### src/rtl/multi_freq_divider_if.sv
// Control/status bundle for multi_freq_divider: run enables, ratio write port and outputs.
// FDIV_SYNC_EN adds the sync input.
interface multi_freq_divider_if #(
    parameter int unsigned CHANNELS = 4,
    parameter int unsigned DIV_W    = 16,
    parameter int unsigned SEL_W    = (CHANNELS > 1) ? $clog2(CHANNELS) : 1
);
    logic [CHANNELS-1:0] en;
    logic                div_we;
    logic [SEL_W-1:0]    div_sel;
    logic [DIV_W-1:0]    div_data;
    logic [CHANNELS-1:0] clk_out;
    logic [CHANNELS-1:0] flag_out;
    logic [CHANNELS-1:0] pend;
    logic                err;
`ifdef FDIV_SYNC_EN
    logic                sync;
`endif

    modport master (
`ifdef FDIV_SYNC_EN
        output sync,
`endif
        output en, div_we, div_sel, div_data,
        input  clk_out, flag_out, pend, err
    );

    modport slave (
`ifdef FDIV_SYNC_EN
        input  sync,
`endif
        input  en, div_we, div_sel, div_data,
        output clk_out, flag_out, pend, err
    );
endinterface

### src/rtl/multi_freq_divider.sv
// Multi-channel programmable divider producing square-wave enables and end-of-period ticks.
// Optional macro FDIV_SYNC_EN adds a sync input that restarts all running channels in phase.
module multi_freq_divider #(
    parameter int unsigned CHANNELS = 4,
    parameter int unsigned DIV_W    = 16,
    parameter int unsigned DEF_DIV  = 8
) (
    input  logic                  clk_in,
    input  logic                  rst,
    multi_freq_divider_if.slave   bus
);
    typedef enum logic {StIdle, StRun} state_e;

    state_e              state_q [CHANNELS];
    state_e              state_d [CHANNELS];
    logic [DIV_W-1:0]    cnt_q   [CHANNELS];
    logic [DIV_W-1:0]    cnt_d   [CHANNELS];
    logic [DIV_W-1:0]    r_q     [CHANNELS];
    logic [DIV_W-1:0]    r_d     [CHANNELS];
    logic [DIV_W-1:0]    shadow_q[CHANNELS];
    logic [DIV_W-1:0]    shadow_d[CHANNELS];
    logic [CHANNELS-1:0] clk_q, clk_d, flag_q, flag_d, pend_q, pend_d;
    logic                err_q, err_d;
    logic                wr_ok;
    logic                sync_pulse;

`ifdef FDIV_SYNC_EN
    assign sync_pulse = bus.sync;
`else
    assign sync_pulse = 1'b0;
`endif

    assign wr_ok = bus.div_we && (32'(bus.div_sel) < CHANNELS) && (bus.div_data >= DIV_W'(2));

    always_comb begin
        logic [DIV_W-1:0] r_new;
        logic [DIV_W-1:0] cnt_nxt;
        r_new    = '0;
        cnt_nxt  = '0;
        state_d  = state_q;
        cnt_d    = cnt_q;
        r_d      = r_q;
        shadow_d = shadow_q;
        clk_d    = clk_q;
        flag_d   = flag_q;
        pend_d   = pend_q;
        err_d    = bus.div_we && !wr_ok;
        for (int i = 0; i < CHANNELS; i++) begin
            case (state_q[i])
                StIdle: begin
                    if (pend_q[i]) begin
                        r_d[i]    = shadow_q[i];
                        pend_d[i] = 1'b0;
                    end
                    if (bus.en[i]) begin
                        state_d[i] = StRun;
                        cnt_d[i]   = '0;
                        clk_d[i]   = 1'b1;
                        flag_d[i]  = 1'b0;
                    end
                end
                StRun: begin
                    if (!bus.en[i]) begin
                        state_d[i] = StIdle;
                        cnt_d[i]   = '0;
                        clk_d[i]   = 1'b0;
                        flag_d[i]  = 1'b0;
                    end else if (sync_pulse) begin
                        cnt_d[i]  = '0;
                        clk_d[i]  = 1'b1;
                        flag_d[i] = 1'b0;
                        if (pend_q[i]) begin
                            r_d[i]    = shadow_q[i];
                            pend_d[i] = 1'b0;
                        end
                    end else begin
                        r_new   = r_q[i];
                        cnt_nxt = cnt_q[i] + DIV_W'(1);
                        if (cnt_q[i] == r_q[i] - DIV_W'(1)) begin
                            cnt_nxt = '0;
                            if (pend_q[i]) begin
                                r_new     = shadow_q[i];
                                pend_d[i] = 1'b0;
                            end
                        end
                        r_d[i]    = r_new;
                        cnt_d[i]  = cnt_nxt;
                        // High phase is ceil(R/2), written to avoid overflow at R = 2^DIV_W-1
                        clk_d[i]  = cnt_nxt < ((r_new >> 1) + DIV_W'(r_new[0]));
                        flag_d[i] = cnt_nxt == r_new - DIV_W'(1);
                    end
                end
                default: ;
            endcase
            // A write landing on a wrap edge is stored after the old shadow was consumed
            if (wr_ok && (32'(bus.div_sel) == 32'(i))) begin
                shadow_d[i] = bus.div_data;
                pend_d[i]   = 1'b1;
            end
        end
    end

    always_ff @(posedge clk_in) begin
        if (rst) begin
            for (int i = 0; i < CHANNELS; i++) begin
                state_q[i]  <= StIdle;
                cnt_q[i]    <= '0;
                r_q[i]      <= DIV_W'(DEF_DIV);
                shadow_q[i] <= DIV_W'(DEF_DIV);
            end
            clk_q  <= '0;
            flag_q <= '0;
            pend_q <= '0;
            err_q  <= 1'b0;
        end else begin
            state_q  <= state_d;
            cnt_q    <= cnt_d;
            r_q      <= r_d;
            shadow_q <= shadow_d;
            clk_q    <= clk_d;
            flag_q   <= flag_d;
            pend_q   <= pend_d;
            err_q    <= err_d;
        end
    end

    assign bus.clk_out  = clk_q;
    assign bus.flag_out = flag_q;
    assign bus.pend     = pend_q;
    assign bus.err      = err_q;
endmodule
### src/flat_wrapper.sv
// flat-port wrapper written by rule: the top's interface ports become plain ports
module multi_freq_divider_flat 
#(
    parameter int unsigned CHANNELS = 4,
    parameter int unsigned DIV_W    = 16,
    parameter int unsigned DEF_DIV  = 8
)
  (clk_in, rst, bus_en, bus_div_we, bus_div_sel, bus_div_data, bus_clk_out, bus_flag_out, bus_pend, bus_err);
  multi_freq_divider_if #(.CHANNELS(CHANNELS), .DIV_W(DIV_W)) bus_i ();
  input  logic clk_in;
  input  logic rst;
  input wire logic [$bits(bus_i.en)-1:0] bus_en;
  input wire logic [$bits(bus_i.div_we)-1:0] bus_div_we;
  input wire logic [$bits(bus_i.div_sel)-1:0] bus_div_sel;
  input wire logic [$bits(bus_i.div_data)-1:0] bus_div_data;
  output wire logic [$bits(bus_i.clk_out)-1:0] bus_clk_out;
  output wire logic [$bits(bus_i.flag_out)-1:0] bus_flag_out;
  output wire logic [$bits(bus_i.pend)-1:0] bus_pend;
  output wire logic [$bits(bus_i.err)-1:0] bus_err;
  assign bus_i.en = bus_en;
  assign bus_i.div_we = bus_div_we;
  assign bus_i.div_sel = bus_div_sel;
  assign bus_i.div_data = bus_div_data;
  assign bus_clk_out = bus_i.clk_out;
  assign bus_flag_out = bus_i.flag_out;
  assign bus_pend = bus_i.pend;
  assign bus_err = bus_i.err;
  multi_freq_divider #(.CHANNELS(CHANNELS), .DIV_W(DIV_W), .DEF_DIV(DEF_DIV)) u_core (.clk_in(clk_in), .rst(rst), .bus(bus_i));
endmodule
### config.mk
export PLATFORM = sky130hd
export DESIGN_NAME = multi_freq_divider_flat
export DESIGN_NICKNAME = d
export VERILOG_FILES = /design/src/rtl/multi_freq_divider_if.sv /design/src/rtl/multi_freq_divider.sv /design/src/flat_wrapper.sv
export SDC_FILE = /design/constraint.sdc
export NUM_CORES = 1
export LEC_CHECK = 0
export BUFFER_PORTS_ARGS = -buffer_cell sky130_fd_sc_hd__buf_4
export CORE_MARGIN = 4
export CORE_UTILIZATION = 35
export CTS_BUF_LIST = sky130_fd_sc_hd__clkbuf_8
export DETAILED_ROUTE_END_ITERATION = 7
export PLACE_DENSITY = 0.57
export SETUP_SLACK_MARGIN = 0.1
export SYNTH_ARGS = -nofsm -noshare
export SYNTH_HDL_FRONTEND = slang
export SYNTH_SLANG_ARGS = --single-unit
export TNS_END_PERCENT = 20
### constraint.sdc
create_clock -name clk_in -period 17.3 [get_ports clk_in]
set_input_delay 0.865 -clock clk_in [delete_from_list [all_inputs] [get_ports clk_in]]
set_output_delay 0.865 -clock clk_in [all_outputs]
set_load 0.01 [all_outputs]
=== Word-level counts from Yosys, hierarchy flattened ===
Index checks and enable logic that the tools add are counted.

* Register bits: 209
* Latch bits: 0
* Bits in writable memories: 0
* Bits in read-only memories: 0
* Input bits: 25
* Output and inout bits: 13
* Word-level logic and storage cells: 185
* Memories kept: 0

* Add/sub/neg operators: 16
* $mul: 0
* Div/mod/pow operators: 0
* Order comparisons: 5
* Equality and inequality tests: 27
* Shift operators: 0
* Multiplexer cells: 92
* Bitwise logic cells: 4
* Reductions and logical operators: 12

{| class="wikitable"
|+ Operator list
! kind !! number
|-
| 16-bit 2-to-1 mux || 40
|-
| 16-bit one-hot mux with 2 select lines || 8
|-
| 16-bit equality test || 8
|-
| 16-bit by 1-bit subtractor with 16-bit output (second input constant) || 8
|-
| 15-bit by 1-bit adder with 16-bit output || 4
|-
| 16-bit by 1-bit adder with 16-bit output (second input constant) || 4
|-
| 16-bit < comparator || 4
|-
| 1-bit 2-to-1 mux || 32
|-
| 3-bit != test (second input constant) || 8
|-
| 1-bit one-hot mux with 2 select lines || 12
|-
| 16-bit by 2-bit >= comparator with 1-bit output (second input constant) || 1
|-
| 2-bit != test (second input constant) || 8
|-
| 2-bit AND reduction || 4
|-
| 1-bit logical AND || 6
|-
| 2-bit equality test (second input constant) || 2
|-
| 1-bit NOT || 4
|-
| 2-bit by 1-bit equality test with 1-bit output (second input constant) || 1
|-
| 2-bit zero test || 1
|-
| 1-bit zero test || 1
|}

=== Longest topological paths before layout ===
Gate-level depths: netlist of run 1.

* Depth in word-level cells: 9
* Depth in mapped cells: 34
* Gate-level depth less buffers: 29

=== Least setup slack after synthesis of run 1 ===
No wires, ideal clock.

* Path type: reg-to-reg
* Start: register u_core.r_q[48] in the netlist's numbering
* End: register u_core.clk_q[0], in the netlist u_core.bus.clk_out[0]
* Setup time: 60 ps
* Data arrival time: 6125 ps
* Required time: 17240 ps
* Path slack: 11115 ps
* Stages on the path, launching flop included: 35
* Period minus slack after synthesis: 6185 ps
* Cells stage by stage: dfxtp_1 buf_6 inv_1 ha_1 or3b_1 buf_2 a211o_1 and4b_1 o21ai_1 or3b_4 nor3_1 clkbuf_1 clkbuf_1 buf_1 nor2_1 a21o_1 inv_1 ha_1 nand2_1 or3_1 nor2_1 xor2_1 ha_1 a21o_1 a21o_1 a21oi_1 nor2b_1 o21ai_0 nand2b_1 a21oi_1 nor2b_1 o21ai_0 a21oi_1 nor2_1 o41a_1

* Word-level cells in the longest chain between the ends: 9
* Elaborated cells on any way between the ends: 13
* Classes of those cells: 2 x add/sub; 1 x order compare; 1 x eq/ne; 9 x mux

{| class="wikitable"
|+ Ends and longest elaborated chain
! element !! RTL line !! RTL
|-
| start, declared || multi_freq_divider.sv:18 || <nowiki>logic [DIV_W-1:0] r_q [CHANNELS];</nowiki>
|-
| start signal, assigned by index || multi_freq_divider.sv:108 || <nowiki>r_q[i] <= DIV_W'(DEF_DIV);</nowiki>
|-
| start signal, assigned || multi_freq_divider.sv:118 || <nowiki>r_q <= r_d;</nowiki>
|-
| 16-bit by 1-bit subtractor with 16-bit output || multi_freq_divider.sv:79 || <nowiki>if (cnt_q[i] == r_q[i] - DIV_W'(1)) begin</nowiki>
|-
| 16-bit equality test || multi_freq_divider.sv:79 ||
|-
| 16-bit 2-to-1 mux || multi_freq_divider.sv:79 ||
|-
| 16-bit 2-to-1 mux || multi_freq_divider.sv:63 || <nowiki>if (!bus.en[i]) begin</nowiki>
|-
| 16-bit 2-to-1 mux || multi_freq_divider.sv:49 || <nowiki>case (state_q[i])</nowiki>
|-
| 15-bit by 1-bit adder with 16-bit output || multi_freq_divider.sv:89 || <nowiki>clk_d[i] = cnt_nxt < ((r_new >> 1) + DIV_W'(r_new[0]));</nowiki>
|-
| 16-bit < comparator (*) || multi_freq_divider.sv:89 ||
|-
| 1-bit 2-to-1 mux (*) || multi_freq_divider.sv:63 ||
|-
| 1-bit one-hot mux with 2 select lines (*) || multi_freq_divider.sv:49 ||
|-
| end signal, assigned || multi_freq_divider.sv:120 || <nowiki>clk_q <= clk_d;</nowiki>
|-
| end, declared || multi_freq_divider.sv:22 || <nowiki>logic [CHANNELS-1:0] clk_q, clk_d, flag_q, flag_d, pend_q, pend_d;</nowiki>
|}

Every way passes the cells marked *; elsewhere a longest branch is shown, timed or not. The select of a mux whose other input is x is not followed.
A chain may end at the register's enable or synchronous reset.

=== Worst setup path in the final report of run 1 ===
* Start: register u_core.r_q[0] in the netlist's numbering
* End: register u_core.clk_q[3], in the netlist u_core.bus.clk_out[3]

Same word-level chain as after synthesis.

==> results.md, run 1 <==
* Tot GR Track Use at 0.203
* Worst Slack Setup Final at 10.79 ns
* CP peak stage delay at 0.72 ns
* Status: complete, no violations
* Post_cts resized at 0
* Clk_lat worst skew at 0.63 ns
* # clock sinks at 209
* Initial detailed-routing violation count at 1491
* H-tree depth at 2
* Final min period at 6.51 ns
* P_leak at 7.78 nW
* WL/cell at 19.0 um
* CTS tree: yes
* Total power at 1.18 mW
* Initial antenna violation count at 1
* Register area share after synthesis at 0.226
* Slew Viols, Final at 0
* Tcrit/Tclk final at 0.376
* Vias/cell at 5.75
* Setup crit start kind: flop
* CP most frequent cell: a21oi_1
* RSZ-0062 raised after global routing: false
* CP Capture Type: flop
* Layout area overhead at 7.91%
* Full die area at 56700 um2
* Max Cap Violations at 0
* Setup Fix Bufs, Post-CTS at 0
* Fmax at 0.154 GHz
* Final Setup Violations at 0
* Number of synthesized flops with an enable pin at 0
* VDD IR max at 0.0000357 V
* Post-synth top flop: dfxtp_1
* Post-route worst hold slack at 0.471 ns
* Syn Std Cell Area at 18500 um2
* Share of flip-flops with an asynchronous set or reset at 0
* Syn. warnings at 0
* Worst min path class: reg -> reg
* Detailed-router iteration count before antenna repair at 6
* Setup TNS Final at 0 ns
* GPL Wtd Cong at 0.919
* Synth unique cells at 93
* Avg Cell Area, Syn at 7.35 um2
* Die height at 238 um
* Via count at 18113
* # DRC at 0
* Hold Vio Cnt, Final at 0
* Multi-input gate area at 13400 um2
* I/O pins at 38
* Final Net Count at 2532
* Final WL at 59800 um
* Clock Skews at 0.0222 ns
* TritonCTS Buffers at 41
* Top cell type's share of synthesized area at 0.226
* Worst-case clock buffer depth at 3
* Post-DP HPWL at 44300 um
* Die Wd at 238 um
* PwrDens at 58.8 nW/um2
* Most frequent cells after synthesis: 320 x nor2_1, 242 x nand2_1, 209 x dfxtp_1, 186 x a21oi_1, 161 x clkbuf_1
* Crit Path Category: reg -> reg
* CP max stage cell: or4_1
* Core box area at 52400 um2
* Share of cells above drive strength 1 at 0.0765
* Least-Margin Pin Slew at 1.21 ns
* Largest cells by area after synthesis: dfxtp_1 23%, mux2i_1 7.2%, xnor2_1 6.9%
* Yosys top cell by area: dfxtp_1
* Post-Synthesis Cells at 2520
* Largest net degree at the start of global routing at 105
* Vias in the first global route at 17180
* CTS clk-pin slew, worst paths at 0.06 ns
* Slew HR at 0.192
* Yosys reg bits at 209
* Clock Tree Root: clkbuf_8
* IO Port Bufs at 37
* Count leader, synth: nor2_1
* Worst EP required at 17.85 ns
* Overflow after GRT at 0
* Syn_nets at 2621
* Post-route antenna net violation count at 0
* Hold bufs inserted after CTS at 0
* Max FO, Critical Path at 25
* First-pass GRT wire length at 94900 um
* Rows at 84
* Setup WS pre-CTS at 10.89 ns
* Reg area at 4180 um2
* Fillers at 5485
* Initial Utilization at 0.353
* Worst EP arrival at 7.06 ns
==> through the flow <==
stage | instances | area (um2) | utilization
5_1_grt | 3148 | 20000 | 0.381
4_1_cts | 3147 | 20000 | 0.381
2_1_floorplan | 2520 | 18500 | -
3_3_place_gp | 3076 | 19100 | 0.364
3_5_place_dp | 3076 | 19100 | 0.364
6_report | 3148 | 20000 | 0.381
==> cells in the final DEF, fill, tap and decap left out, types with 7 or more instances in the layout <==
cell,n
nor2_1,320
nand2_1,242
dfxtp_1,209
a21oi_1,186
xnor2_1,147
mux2i_1,133
xor2_1,105
o21ai_0,102
nand3_1,89
ha_1,76
inv_1,64
nor3_1,63
buf_4,54
clkbuf_8,51
and3_1,46
nor2b_1,43
nand4_1,40
a22oi_1,35
nand3b_1,31
nor4_1,28
a21o_1,23
mux2_2,23
a31oi_1,21
or3_1,21
nand2b_1,21
a211oi_1,20
or2_2,17
and2_1,15
or4_1,14
o211ai_1,11
o21ai_1,11
o2111ai_1,9
a21boi_0,9
o22ai_1,9
o31ai_1,8
o21a_1,8
nor3b_1,8
a2111oi_0,8
o221ai_1,8
and4_1,7
==> routing by layer <==
| metal | vias to the layer above | share of wire | GRT usage |
|---|---|---|---|
| met5 | - | 0 | 0 |
| met4 | 0 | 0.025 | 0.0559 |
| met3 | 109 | 0.058 | 0.0359 |
| met2 | 512 | 0.45 | 0.327 |
| met1 | 8716 | 0.47 | 0.281 |
| li1 | 8776 | - | - |
==> flip-flops by register name, indices dropped and copies added, names as in the netlist <==
| register | cells |
|---|---|
| u_core.shadow_q | 64 |
| u_core.state_q | 4 |
| u_core.bus.err | 1 |
| u_core.r_q | 64 |
| u_core.bus.clk_out | 4 |
| u_core.cnt_q | 64 |
| u_core.bus.pend | 4 |
| u_core.bus.flag_out | 4 |
==> critical path: cells and delay by family, from the launching register on <==
family,cells,cell delay (ns)
xor gates and xnor gates,2,0.42
adders and majority gates,3,0.77
DFF,1,0.36
AOI/OAI and AO/OA,10,2.00
and+or+nand+nor,11,2.42
buffers and inverters,3,0.46
==> layout make-up <==
| type | instances | share of cell area |
|---|---|---|
| Antenna cell | 1 | 0.000125 |
| Tap cell | 688 | 0.0431 |
| Clock inverter | 20 | 0.00976 |
| Timing Repair Buffer | 55 | 0.0208 |
| Sequential cell | 209 | 0.209 |
| Clock buffer | 51 | 0.0351 |
| Multi-Input combinational cell | 2072 | 0.672 |
| Inverter | 52 | 0.00976 |
==> worst paths after layout <==
check | startpoint | to | slack (ns) | cells after the start
max reg2reg | u_core.r_q[0]$_SDFFE_PP0P_ | u_core.bus.clk_out[3]$_SDFFE_PP0P_ | 10.79 | 29
min reg2reg | u_core.shadow_q[35]$_SDFFE_PP1P_ | u_core.shadow_q[35]$_SDFFE_PP1P_ | 0.47 | 1
max | u_core.r_q[0]$_SDFFE_PP0P_ | u_core.bus.clk_out[3]$_SDFFE_PP0P_ | 10.79 | 29
min | u_core.shadow_q[35]$_SDFFE_PP1P_ | u_core.shadow_q[35]$_SDFFE_PP1P_ | 0.47 | 1
==> cell families after synthesis <==
kind of cell    after synthesis  share of synthesized area
compound gates              524                      0.177
xor+xnor                    254                      0.122
fa+ha+maj                    76                     0.0513
buf+inv                     239                     0.0499
flops                       209                      0.226
mux                         157                     0.0864
simple gates               1061                      0.288
==> where the power goes <==
group,total (mW),internal [mW],switching [mW]
Combinational,0.102,0.0368,0.0657
Clock,0.566,0.325,0.241
Sequential,0.507,0.490,0.0171
Total,1.18,0.852,0.324
Power figures use the tool's default switching activity.
==> inputs of run 2 (changes only) <==
clock period = 6.6 ns   (was 17.3 ns; I/O delays follow)
==> results.md, run 2 (synthesis results as in run 1) <==
* Finished Core Util at 0.385
* Met2 usage at 0.318
* Vias/cell at 5.68
* Clock Tree Root: clkbuf_8
* IO Port Bufs at 37
* Met3 usage at 0.0376
* Met1 usage at 0.275
* GPL Wtd Cong at 0.928
* Post-route worst hold slack at 0.0350 ns
* Vias in the first global route at 16902
* Initial antenna violation count at 1
* Final Setup Violations at 0
* Tcrit/Tclk final at 0.913
* TritonCTS Buffers at 40
* Worst EP required at 7.17 ns
* PwrDens at 146 nW/um2
* Commonest non-fill, non-tap cell in the layout: nor2_1
* Die Wd at 238 um
* First-pass GRT wire length at 93600 um
* Slew HR at 0.138
* Status: complete, no violations
* CTS clk-pin slew, worst paths at 0.06 ns
* # DRC at 0
* Post-route antenna net violation count at 0
* WL/cell at 18.5 um
* Final WL at 58700 um
* Final Net Count at 2562
* Post-DP HPWL at 43700 um
* Fmax at 0.166 GHz
* Clk_lat worst skew at 0.63 ns
* Initial Utilization at 0.353
* Overflow after GRT at 0
* H-tree depth at 2
* Max FO, Critical Path at 12
* Top Usage Layer GRT: met2
* Hold Vio Cnt, Final at 0
* P_leak at 7.90 nW
* CP max stage cell: or4_4
* Share of cells above drive strength 1 at 0.0864
* Tot GR Track Use at 0.199
* Setup crit start kind: flop
* Worst-case clock buffer depth at 3
* # clock sinks at 209
* Max Cap Violations at 0
* Most frequent cells in the layout: 320 x nor2_1, 242 x nand2_1, 209 x dfxtp_1, 186 x a21oi_1, 147 x xnor2_1
* Slew Viols, Final at 0
* Worst EP arrival at 6.59 ns
* Largest net degree at the start of global routing at 173
* Detailed-router iteration count before antenna repair at 5
* VDD IR max at 0.0000883 V
* Crit Path Category: reg -> reg
* Layout area overhead at 9.02%
* Die height at 238 um
* I/O pins at 38
* Largest regs: u_core.cnt_q (64), u_core.r_q (64), u_core.shadow_q (64)
* Clock Skews at 0.0364 ns
* RSZ-0062 raised after global routing: false
* Final min period at 6.03 ns
* Setup TNS Final at 0 ns
* Initial detailed-routing violation count at 1576
* CTS tree: yes
* Worst min path class: in -> reg
* Full die area at 56700 um2
* Core box area at 52400 um2
* Rows at 84
* Via count at 18052
* Least-Margin Pin Slew at 1.29 ns
* CP peak stage delay at 0.54 ns
* CP Capture Type: flop
-- run 2: cell count changes in the layout (fill, tap and decap cells not counted), moves of 2 or more --
| cell | change |
|---|---|
| clkbuf_8 | +4 |
| inv_6 | -2 |
| bufinv_16 | -4 |
| clkinv_2 | +2 |
| buf_4 | +23 |
| inv_1 | -3 |
| dlygate4sd3_1 | +7 |
-- run 2: layout make-up --
cell class / count / area (um2)
clock buffers: 55 / 757
well taps: 688 / 861
clock inverters: 14 / 63.8
flip-flops and latches: 209 / 4180
fillers: 5434 / 32200
repair buffers: 86 / 679
inverters: 52 / 195
multi-input cells: 2072 / 13500
diodes: 1 / 2.50
-- run 2: per-stage QoR --
| stage | cells | total power [mW] | worst slack (ns) | area [um2] |
|---|---|---|---|---|
| 3_5_place_dp | 3100 | 1.62 | 0.634 | 19300 |
| 6_report | 3177 | 2.94 | 0.573 | 20200 |
| 4_1_cts | 3176 | 2.99 | 0.572 | 20200 |
| 5_1_grt | 3177 | 3.07 | 0.106 | 20200 |
| 3_3_place_gp | 3100 | 1.62 | 0.692 | 19300 |
| 2_1_floorplan | 2520 | 1.52 | 0.415 | 18500 |
-- run 2: report_power, final --
part	switching, mW	total [mW]	leakage, nW	internal, mW
Combinational	0.173	0.274	5.75	0.101
Clock	0.604	1.34	0.455	0.735
Sequential	0.0443	1.33	1.69	1.29
Total	0.821	2.94	7.90	2.12
-- run 2: path summary, 6_finish.rpt --
kind                                    startpoint                                  to  slack, ns  cells past startpoint
setup reg to reg       u_core.r_q[48]$_SDFFE_PP0P_  u_core.bus.clk_out[0]$_SDFFE_PP0P_       0.57                     28
setup / recovery       u_core.r_q[48]$_SDFFE_PP0P_  u_core.bus.clk_out[0]$_SDFFE_PP0P_       0.57                     28
hold / removal                           bus_en[0]        u_core.state_q[3]$_SDFF_PP0_       0.03                      2
hold reg to reg   u_core.shadow_q[19]$_SDFFE_PP1P_    u_core.shadow_q[19]$_SDFFE_PP1P_       0.46                      1
-- run 2: timing repair --
item / 4_1_cts / 5_1_grt
setup buffers: 0 / 0
endpoints found under the hold margin: 7 / 0
gates resized for setup: 0 / 3
hold buffers: 7 / 0
endpoints found under the setup margin: 0 / 3
-- run 2: layer usage --
metal,part of all wire,wire length (um)
met5,0,0
met4,0.027,1560
met3,0.061,3610
met2,0.44,26000
met1,0.47,27500
-- run 2: critical path: cells and delay by family, from the launching register on --
family | cells | cell delay (ns)
flops | 1 | 0.41
xor+xnor | 1 | 0.16
fa+ha+maj | 3 | 0.74
simple gates | 11 | 2.48
buf+inv | 2 | 0.18
compound gates | 11 | 1.97
